==> src/rtl/lmdpl_nl_seq.sv <==
// Sequencer for one LMDPL masked non-linear gate: builds the mask-dependent table,
// drives dual-rail inputs with precharge discipline. Optional check: LMDPL_ERR_CHECK_EN.
module lmdpl_nl_seq #(
   parameter int EVAL_CYCLES = 2,
   parameter int PRE_CYCLES  = 2
) (
   input  logic       clk,
   input  logic       rst_n,
   input  logic       req_valid,
   output logic       req_ready,
   input  logic [3:0] req_func,
   input  logic       req_a_m,
   input  logic       req_b_m,
   input  logic       req_ma,
   input  logic       req_mb,
   input  logic       req_mq,
   output logic [7:0] t,
   output logic       a_m,
   output logic       a_m_bar,
   output logic       b_m,
   output logic       b_m_bar,
   input  logic       q_m,
   input  logic       q_m_bar,
   output logic       rsp_valid,
   input  logic       rsp_ready,
   output logic       rsp_q_m,
   output logic       rsp_err
);

   localparam int MAX_CYCLES = (EVAL_CYCLES > PRE_CYCLES) ? EVAL_CYCLES : PRE_CYCLES;
   localparam int CNT_W      = $clog2(MAX_CYCLES + 1);
   localparam logic [CNT_W-1:0] EVAL_LOAD = CNT_W'(EVAL_CYCLES - 1);
   localparam logic [CNT_W-1:0] PRE_LOAD  = CNT_W'(PRE_CYCLES - 1);
   localparam logic [CNT_W-1:0] CNT_ONE   = CNT_W'(1);

   typedef enum logic [2:0] {
      ST_INIT,
      ST_IDLE,
      ST_TABLE,
      ST_EVAL,
      ST_PRE,
      ST_DONE
   } state_t;

   state_t           state_q, state_d;
   logic [CNT_W-1:0] cnt_q, cnt_d;
   logic             a_q, a_d;
   logic             b_q, b_d;
   logic [7:0]       t_q, t_d;
   logic             a_m_q, a_m_d;
   logic             a_m_bar_q, a_m_bar_d;
   logic             b_m_q, b_m_d;
   logic             b_m_bar_q, b_m_bar_d;
   logic             req_ready_q, req_ready_d;
   logic             rsp_valid_q, rsp_valid_d;
   logic             rsp_q_m_q, rsp_q_m_d;

   // Entry i = {ib, ia}: upper half carries f(unmasked)^mq, lower half its complement.
   function automatic logic [7:0] build_table(input logic [3:0] func, input logic ma,
                                              input logic mb, input logic mq);
      logic [7:0] tbl;
      logic [1:0] sel;
      logic [1:0] idx;
      logic       v;
      tbl = '0;
      for (int i = 0; i < 4; i++) begin
         sel        = 2'(i);
         idx        = {sel[1] ^ mb, sel[0] ^ ma};
         v          = func[idx] ^ mq;
         tbl[4 + i] = v;
         tbl[i]     = ~v;
      end
      return tbl;
   endfunction

`ifdef LMDPL_ERR_CHECK_EN
   logic rsp_err_q, rsp_err_d;
`else
   logic unused_q_m_bar;
   assign unused_q_m_bar = q_m_bar;
`endif

   always_comb begin
      state_d     = state_q;
      cnt_d       = cnt_q;
      a_d         = a_q;
      b_d         = b_q;
      t_d         = t_q;
      a_m_d       = a_m_q;
      a_m_bar_d   = a_m_bar_q;
      b_m_d       = b_m_q;
      b_m_bar_d   = b_m_bar_q;
      req_ready_d = req_ready_q;
      rsp_valid_d = rsp_valid_q;
      rsp_q_m_d   = rsp_q_m_q;
`ifdef LMDPL_ERR_CHECK_EN
      rsp_err_d   = rsp_err_q;
`endif

      case (state_q)
         ST_INIT: begin
            if (cnt_q == '0) begin
               state_d     = ST_IDLE;
               cnt_d       = '0;
               req_ready_d = 1'b1;
            end else begin
               cnt_d = cnt_q - CNT_ONE;
            end
         end

         ST_IDLE: begin
            if (req_valid && req_ready_q) begin
               state_d     = ST_TABLE;
               cnt_d       = '0;
               req_ready_d = 1'b0;
               a_d         = req_a_m;
               b_d         = req_b_m;
               t_d         = build_table(req_func, req_ma, req_mb, req_mq);
`ifdef LMDPL_ERR_CHECK_EN
               rsp_err_d   = 1'b0;
`endif
            end
         end

         // Rails only rise once the table has settled for a full cycle.
         ST_TABLE: begin
            state_d   = ST_EVAL;
            cnt_d     = EVAL_LOAD;
            a_m_d     = a_q;
            a_m_bar_d = ~a_q;
            b_m_d     = b_q;
            b_m_bar_d = ~b_q;
         end

         ST_EVAL: begin
            if (cnt_q == '0) begin
               state_d   = ST_PRE;
               cnt_d     = PRE_LOAD;
               t_d       = '0;
               a_m_d     = 1'b0;
               a_m_bar_d = 1'b0;
               b_m_d     = 1'b0;
               b_m_bar_d = 1'b0;
               rsp_q_m_d = q_m;
`ifdef LMDPL_ERR_CHECK_EN
               rsp_err_d = rsp_err_q | (q_m == q_m_bar);
`endif
            end else begin
               cnt_d = cnt_q - CNT_ONE;
            end
         end

         ST_PRE: begin
            if (cnt_q == '0) begin
               state_d     = ST_DONE;
               cnt_d       = '0;
               rsp_valid_d = 1'b1;
`ifdef LMDPL_ERR_CHECK_EN
               rsp_err_d   = rsp_err_q | (q_m | q_m_bar);
`endif
            end else begin
               cnt_d = cnt_q - CNT_ONE;
            end
         end

         ST_DONE: begin
            if (rsp_ready) begin
               state_d     = ST_IDLE;
               cnt_d       = '0;
               rsp_valid_d = 1'b0;
               req_ready_d = 1'b1;
            end
         end

         default: begin
            state_d     = ST_INIT;
            cnt_d       = PRE_LOAD;
            t_d         = '0;
            a_m_d       = 1'b0;
            a_m_bar_d   = 1'b0;
            b_m_d       = 1'b0;
            b_m_bar_d   = 1'b0;
            req_ready_d = 1'b0;
            rsp_valid_d = 1'b0;
         end
      endcase
   end

   always_ff @(posedge clk) begin
      if (!rst_n) begin
         state_q     <= ST_INIT;
         cnt_q       <= PRE_LOAD;
         a_q         <= 1'b0;
         b_q         <= 1'b0;
         t_q         <= '0;
         a_m_q       <= 1'b0;
         a_m_bar_q   <= 1'b0;
         b_m_q       <= 1'b0;
         b_m_bar_q   <= 1'b0;
         req_ready_q <= 1'b0;
         rsp_valid_q <= 1'b0;
         rsp_q_m_q   <= 1'b0;
      end else begin
         state_q     <= state_d;
         cnt_q       <= cnt_d;
         a_q         <= a_d;
         b_q         <= b_d;
         t_q         <= t_d;
         a_m_q       <= a_m_d;
         a_m_bar_q   <= a_m_bar_d;
         b_m_q       <= b_m_d;
         b_m_bar_q   <= b_m_bar_d;
         req_ready_q <= req_ready_d;
         rsp_valid_q <= rsp_valid_d;
         rsp_q_m_q   <= rsp_q_m_d;
      end
   end

`ifdef LMDPL_ERR_CHECK_EN
   always_ff @(posedge clk) begin
      if (!rst_n) begin
         rsp_err_q <= 1'b0;
      end else begin
         rsp_err_q <= rsp_err_d;
      end
   end

   assign rsp_err = rsp_err_q;
`else
   assign rsp_err = 1'b0;
`endif

   assign req_ready = req_ready_q;
   assign t         = t_q;
   assign a_m       = a_m_q;
   assign a_m_bar   = a_m_bar_q;
   assign b_m       = b_m_q;
   assign b_m_bar   = b_m_bar_q;
   assign rsp_valid = rsp_valid_q;
   assign rsp_q_m   = rsp_q_m_q;

endmodule

==> config.mk <==
export PLATFORM = sky130hd
export DESIGN_NAME = lmdpl_nl_seq
export DESIGN_NICKNAME = d
export VERILOG_FILES = /design/src/rtl/lmdpl_nl_seq.sv
export SDC_FILE = /design/constraint.sdc
export NUM_CORES = 1
export LEC_CHECK = 0
export CORE_MARGIN = 3
export CORE_UTILIZATION = 49
export CTS_CLUSTER_DIAMETER = 120
export CTS_CLUSTER_SIZE = 28
export DETAILED_ROUTE_END_ITERATION = 8
export PLACE_DENSITY_LB_ADDON = 0.2
export SETUP_SLACK_MARGIN = 0.02
export SLEW_MARGIN = 20
export SYNTH_ARGS = -nofsm -noshare
export SYNTH_HDL_FRONTEND = slang
export SYNTH_SLANG_ARGS = --single-unit
==> constraint.sdc <==
create_clock -name clk -period 2 [get_ports clk]
set_clock_uncertainty 0.1 [all_clocks]
set_input_delay 0.4 -clock clk [delete_from_list [all_inputs] [get_ports clk]]
set_output_delay 0.4 -clock clk [all_outputs]
set_load 0.05 [all_outputs]
==> reports/summary.txt, run 1 <==
Status -> finished, final reports clean
Final min period -> 1700 ps
Post-place setup slack -> 10.7 ps
Final hold vios -> 0
CP delay by family, top -> buffers and inverters
# clock sinks -> 22
Tcrit/Tclk final -> 84.9%
Unique cell type count in the Yosys netlist -> 35
CTS Buf Count -> 3
Setup TNS -> 0 ps
Std-Cell Rows -> 16
Crit-path max FO -> 2
Delay of the slowest cell on the worst path -> 530 ps
DR vias/cell -> 5.30
Post-synth top flop -> dfxtp_1
VDD IR max -> 0.491 mV
CTS root buffer -> clkbuf_4
Die W -> 52.4 µm
Setup CP Type -> reg2out
Synth Warn # -> 0
Max Freq -> 589 MHz
# IOs -> 31
Final-layout fill cell count -> 168
Number of global-route vias before repair -> 867
Required time worst endpoint -> 1500 ps
All-Layer GR Usage -> 18.0%
Leading cell types by count after synthesis -> dfxtp_1, nor2_1, mux2i_1
Setup ws final -> 302 ps
Critical Path Source Type -> register
Critical Path Sink Type -> output pin
Final wirelength -> 2140 µm
Largest net degree at the start of global routing -> 17
Fin. max-slew vios -> 0
Share of cells above drive strength 1 -> 8.70%
Starting density of the core -> 52.6%
Antenna cells -> 0
Cts hold-fix bufs -> 0
Via count -> 874
Die H -> 52.4 µm
CTS tree -> done
Final layout net count -> 154
Die area -> 2740 µm²
Cell taking the most area after synthesis -> dfxtp_1
Syn Inst Count -> 113
Worst reg-to-reg setup slack -> 410 ps
Crit path cell chain -> dlygate4sd2_1
Synth async-reset ratio -> 0%
Max-Cap Viols -> 0
Crit path buf inv count -> 1
Synth Cell Area -> 1050 µm²
Max H-tree Level -> 1
Setup-failing EPs final -> 0
I/O Buffers -> 28
Avg Cell Area, Syn -> 9.32 µm²
Core footprint -> 2000 µm²
WL/cell -> 12.9 µm
Slew HR -> 66.1%
Top-count cell post-synth -> dfxtp_1
Slowest cell on crit path -> dlygate4sd2_1
Post-synthesis sequential area ratio -> 41.8%
DRC -> 0
Pwr Density -> 733 nW/µm²
DP HPWL -> 1590 µm
Worst-path clk slew -> 120 ps
Layout area overhead -> 32.3%
Worst Tran Pin Value -> 507 ps
Net Count, Synth -> 128
CP Data Arrival Time -> 1200 ps
Largest cells by area after synthesis -> dfxtp_1, mux2i_1, nor2_1, a21oi_1, a22o_1
DRT iter0 DRCs -> 11
Post-synth EDFFs -> 0
Routed Antenna Nets -> 0
Clock latency on the worst-skew pair -> 300 ps
Initial antenna violation count -> 0
RSZ-0062 raised after global routing -> no
GRT Residual Overflow -> 0
Min-Delay Path Class -> reg2reg
Clk buf depth -> 2
Cell leakage power -> 0.746 nW
Synthesis-stage register bit count -> 22
GPL Wtd Cong -> 0.850
1st-pass router iterations -> 4
Synth top area share -> 41.8%
First-pass GRT wire length -> 3730 µm
-- cell type report --
type,count,area [µm²],share of cell area [%]
Multi-Input combinational cell,80,556,39.9
Sequential cell,22,440,31.6
Timing Repair Buffer,30,304,21.8
Tap cell,27,33.8,2.42
Clock inverter,1,30.0,2.15
Clock buffer,3,22.5,1.62
Inverter,2,7.51,0.539
-- through the flow --
| stage | cells | area [µm²] | hold WS (ps) | total power (W) | utilization, % |
|---|---|---|---|---|---|
| 2_1_floorplan | 113 | 1050 | 358 | 0.000633 | - |
| 3_3_place_gp | 161 | 1330 | 356 | 0.000691 | 66.3 |
| 5_1_grt | 165 | 1390 | 397 | 0.00107 | 69.6 |
| 3_5_place_dp | 161 | 1330 | 354 | 0.000696 | 66.3 |
| 6_report | 165 | 1390 | 374 | 0.00102 | 69.6 |
| 4_1_cts | 165 | 1370 | 385 | 0.00103 | 68.6 |
-- cells by family after synthesis --
family                 synth area share (%)
other                                 0.356
XOR/XNOR                               3.33
AO/OA/AOI/OAI                          18.1
buffers and inverters                  5.46
flip-flops                             41.8
multiplexers                           11.4
AND/OR/NAND/NOR                        19.6
-- routing by layer --
metal,GRT usage [%],vias to the layer above,part of all wire [%]
met1,24.3,396,48
met3,3.70,2,5.6
met4,7.66,0,0.80
li1,-,451,-
met5,0,-,0
met2,27.5,25,46
-- state kept, by name, summed over array words and instances (netlist names) --
| name | count |
|---|---|
| a_m | 1 |
| a_m_bar | 1 |
| a_q | 1 |
| b_m | 1 |
| b_m_bar | 1 |
| b_q | 1 |
| cnt_q | 2 |
| req_ready | 1 |
| rsp_q_m | 1 |
| rsp_valid | 1 |
| state_q | 3 |
| t | 8 |
-- worst paths after layout --
| path | cells after the start | startpoint | to |
|---|---|---|---|
| setup reg to reg | 4 | state_q[1] | req_ready |
| hold / removal | 1 | t[6] | t[6] |
| hold reg to reg | 1 | t[6] | t[6] |
| setup / recovery | 1 | t[5] | t[5] |
-- layout by cell type (no fill, tap or decap), types with 2 or more instances in the layout --
master,count
clkdlybuf4s50_1,13
xnor2_1,4
nand2b_1,2
o21ai_0,2
clkbuf_4,3
nand3b_1,2
o2bb2ai_1,4
nand2_1,6
dfxtp_1,22
dlygate4sd2_1,5
mux2i_1,12
a21oi_1,9
dlymetal6s2s_1,8
buf_4,4
a22oi_1,2
nor2_1,14
a22o_1,4
o21ai_1,2
and3_1,2
inv_1,2
-- what timing repair did --
action | in CTS | in global routing
resized for setup | 5 | 8
endpoints found under the setup margin | 5 | 8
setup buffers | 0 | 0
-- where the power goes --
part	total, W	internal (W)	switching, W
Combinational	0.000208	0.0000933	0.000115
Sequential	0.000476	0.000456	0.0000200
Clock	0.000337	0.000202	0.000135
Total	0.00102	0.000752	0.000270
Note: power is estimated with default switching activity, not from simulation.
==> run 2, diff against run 1 <==
Settings changed: CORE_UTILIZATION 49 to 46.
Clock period 2 ns to 1.8 ns, I/O delays scaled along.
==> run 2 against run 1 <==
Compared with the run above: register-to-register slack worse by 150 ps; core utilization down 2.9 points; clock-buffer cell count unchanged; power increased by 13%; largest cell class unchanged; largest power group unchanged.
==> reports/summary.txt, run 2 (synthesis gave the netlist of run 1 again) <==
Met2 Resource Use GR -> 25.0%
Worst hold margin -> 382 ps
Max Freq -> 620 MHz
Setup TNS -> 0 ps
R2R depth -> 4
GPL Wtd Cong -> 0.806
Number of global-route vias before repair -> 794
CTS root buffer -> clkbuf_4
# IOs -> 31
Antenna cells -> 0
I/O Buffers -> 28
# clock sinks -> 22
CTS tree -> done
Most common cell after layout, fill and taps aside -> dfxtp_1
Clock latency on the worst-skew pair -> 320 ps
Cts hold-fix bufs -> 0
VDD IR max -> 0.616 mV
1st-pass router iterations -> 4
Final Power -> 0.00115 W
Cell leakage power -> 0.615 nW
Commonest non-fill, non-tap cells in the layout -> dfxtp_1, buf_4, nor2_1, clkdlybuf4s50_1, mux2i_1
Routed Antenna Nets -> 0
Global route hottest layer -> met2
Die W -> 53.9 µm
Setup CP Type -> in2reg
Max reg flops -> 8
Critical Path Sink Type -> register
CTS Buf Count -> 3
Met3 usage -> 2.49%
Final design utilization -> 66.7%
Core footprint -> 2060 µm²
Largest net degree at the start of global routing -> 15
Setup-failing EPs final -> 0
Final wirelength -> 2100 µm
Hold path cells -> 1
DR vias/cell -> 5.31
Placed insts -> 163
Crit-path max FO -> 4
Initial antenna violation count -> 0
Tcrit/Tclk final -> 89.5%
Final layout net count -> 156
Via count -> 886
DRT iter0 DRCs -> 11
WL/cell -> 12.6 µm
CP Data Arrival Time -> 1740 ps
Pwr Density -> 838 nW/µm²
Die H -> 53.9 µm
Worst-path clk slew -> 130 ps
Final hold vios -> 0
DP HPWL -> 1590 µm
Status -> finished, final reports clean
Final min period -> 1610 ps
Max-Cap Viols -> 0
Post-route insts no fill -> 167
Die area -> 2900 µm²
Final-layout fill cell count -> 180
Max H-tree Level -> 1
Starting density of the core -> 51.1%
Post-CTS Setup Inserts -> 0
GRT met1 Usage -> 22.5%
Fin. max-slew vios -> 0
All-Layer GR Usage -> 16.5%
DRC -> 0
GRT Residual Overflow -> 0
Required time worst endpoint -> 1930 ps
Clk buf depth -> 2
RSZ-0062 raised after global routing -> no
Layout area overhead -> 30.5%
Share of cells above drive strength 1 -> 19.3%
Std-Cell Rows -> 16
First-pass GRT wire length -> 3510 µm
Min-Delay Path Class -> reg2reg
Critical Path Source Type -> primary input
Resize count post-CTS -> 0
[run 2: area by class of cell]
class	instances	area [µm²]	area share, %
clock buffers	3	22.5	1.64
clock inverters	1	30.0	2.18
inverters	2	7.51	0.546
multi-input cells	80	556	40.4
flip-flops and latches	22	440	32.0
well taps	27	33.8	2.46
repair buffers	32	285	20.7
[run 2: final timing paths]
| check | slack [ps] | endpoint | start |
|---|---|---|---|
| setup / recovery | 190 | t[3] | req_mb |
| hold / removal | 380 | t[6] | t[6] |
| setup reg to reg | 260 | req_ready | state_q[2] |
| hold reg to reg | 380 | t[6] | t[6] |
[run 2: where the power goes]
part / total (W) / switching [W] / leakage (nW) / internal [W]
Combinational: 0.000243 / 0.000129 / 0.408 / 0.000114
Clock: 0.000379 / 0.000153 / 0.0279 / 0.000225
Sequential: 0.000530 / 0.0000231 / 0.179 / 0.000507
Total: 0.00115 / 0.000306 / 0.615 / 0.000846
[run 2: metal layers]
layer  vias up  share of wire (%)
li1        447                  -
met1       412                 48
met2        25                 45
met3         2                5.2
met4         0                1.1
met5         -                  0
[run 2: critical path, cell delays in order]
cell             delay, ps
clkdlybuf4s50_1        580
mux2i_1                260
xnor2_1                160
mux2i_1                130
a22o_1                 240
[run 2: through the flow]
step | instance area, µm² | setup slack, ps
after floorplan | 1050 | 117
after global placement | 1320 | -120
after detailed placement | 1320 | -163
after CTS | 1380 | 193
after global routing | 1380 | 121
final | 1380 | 188
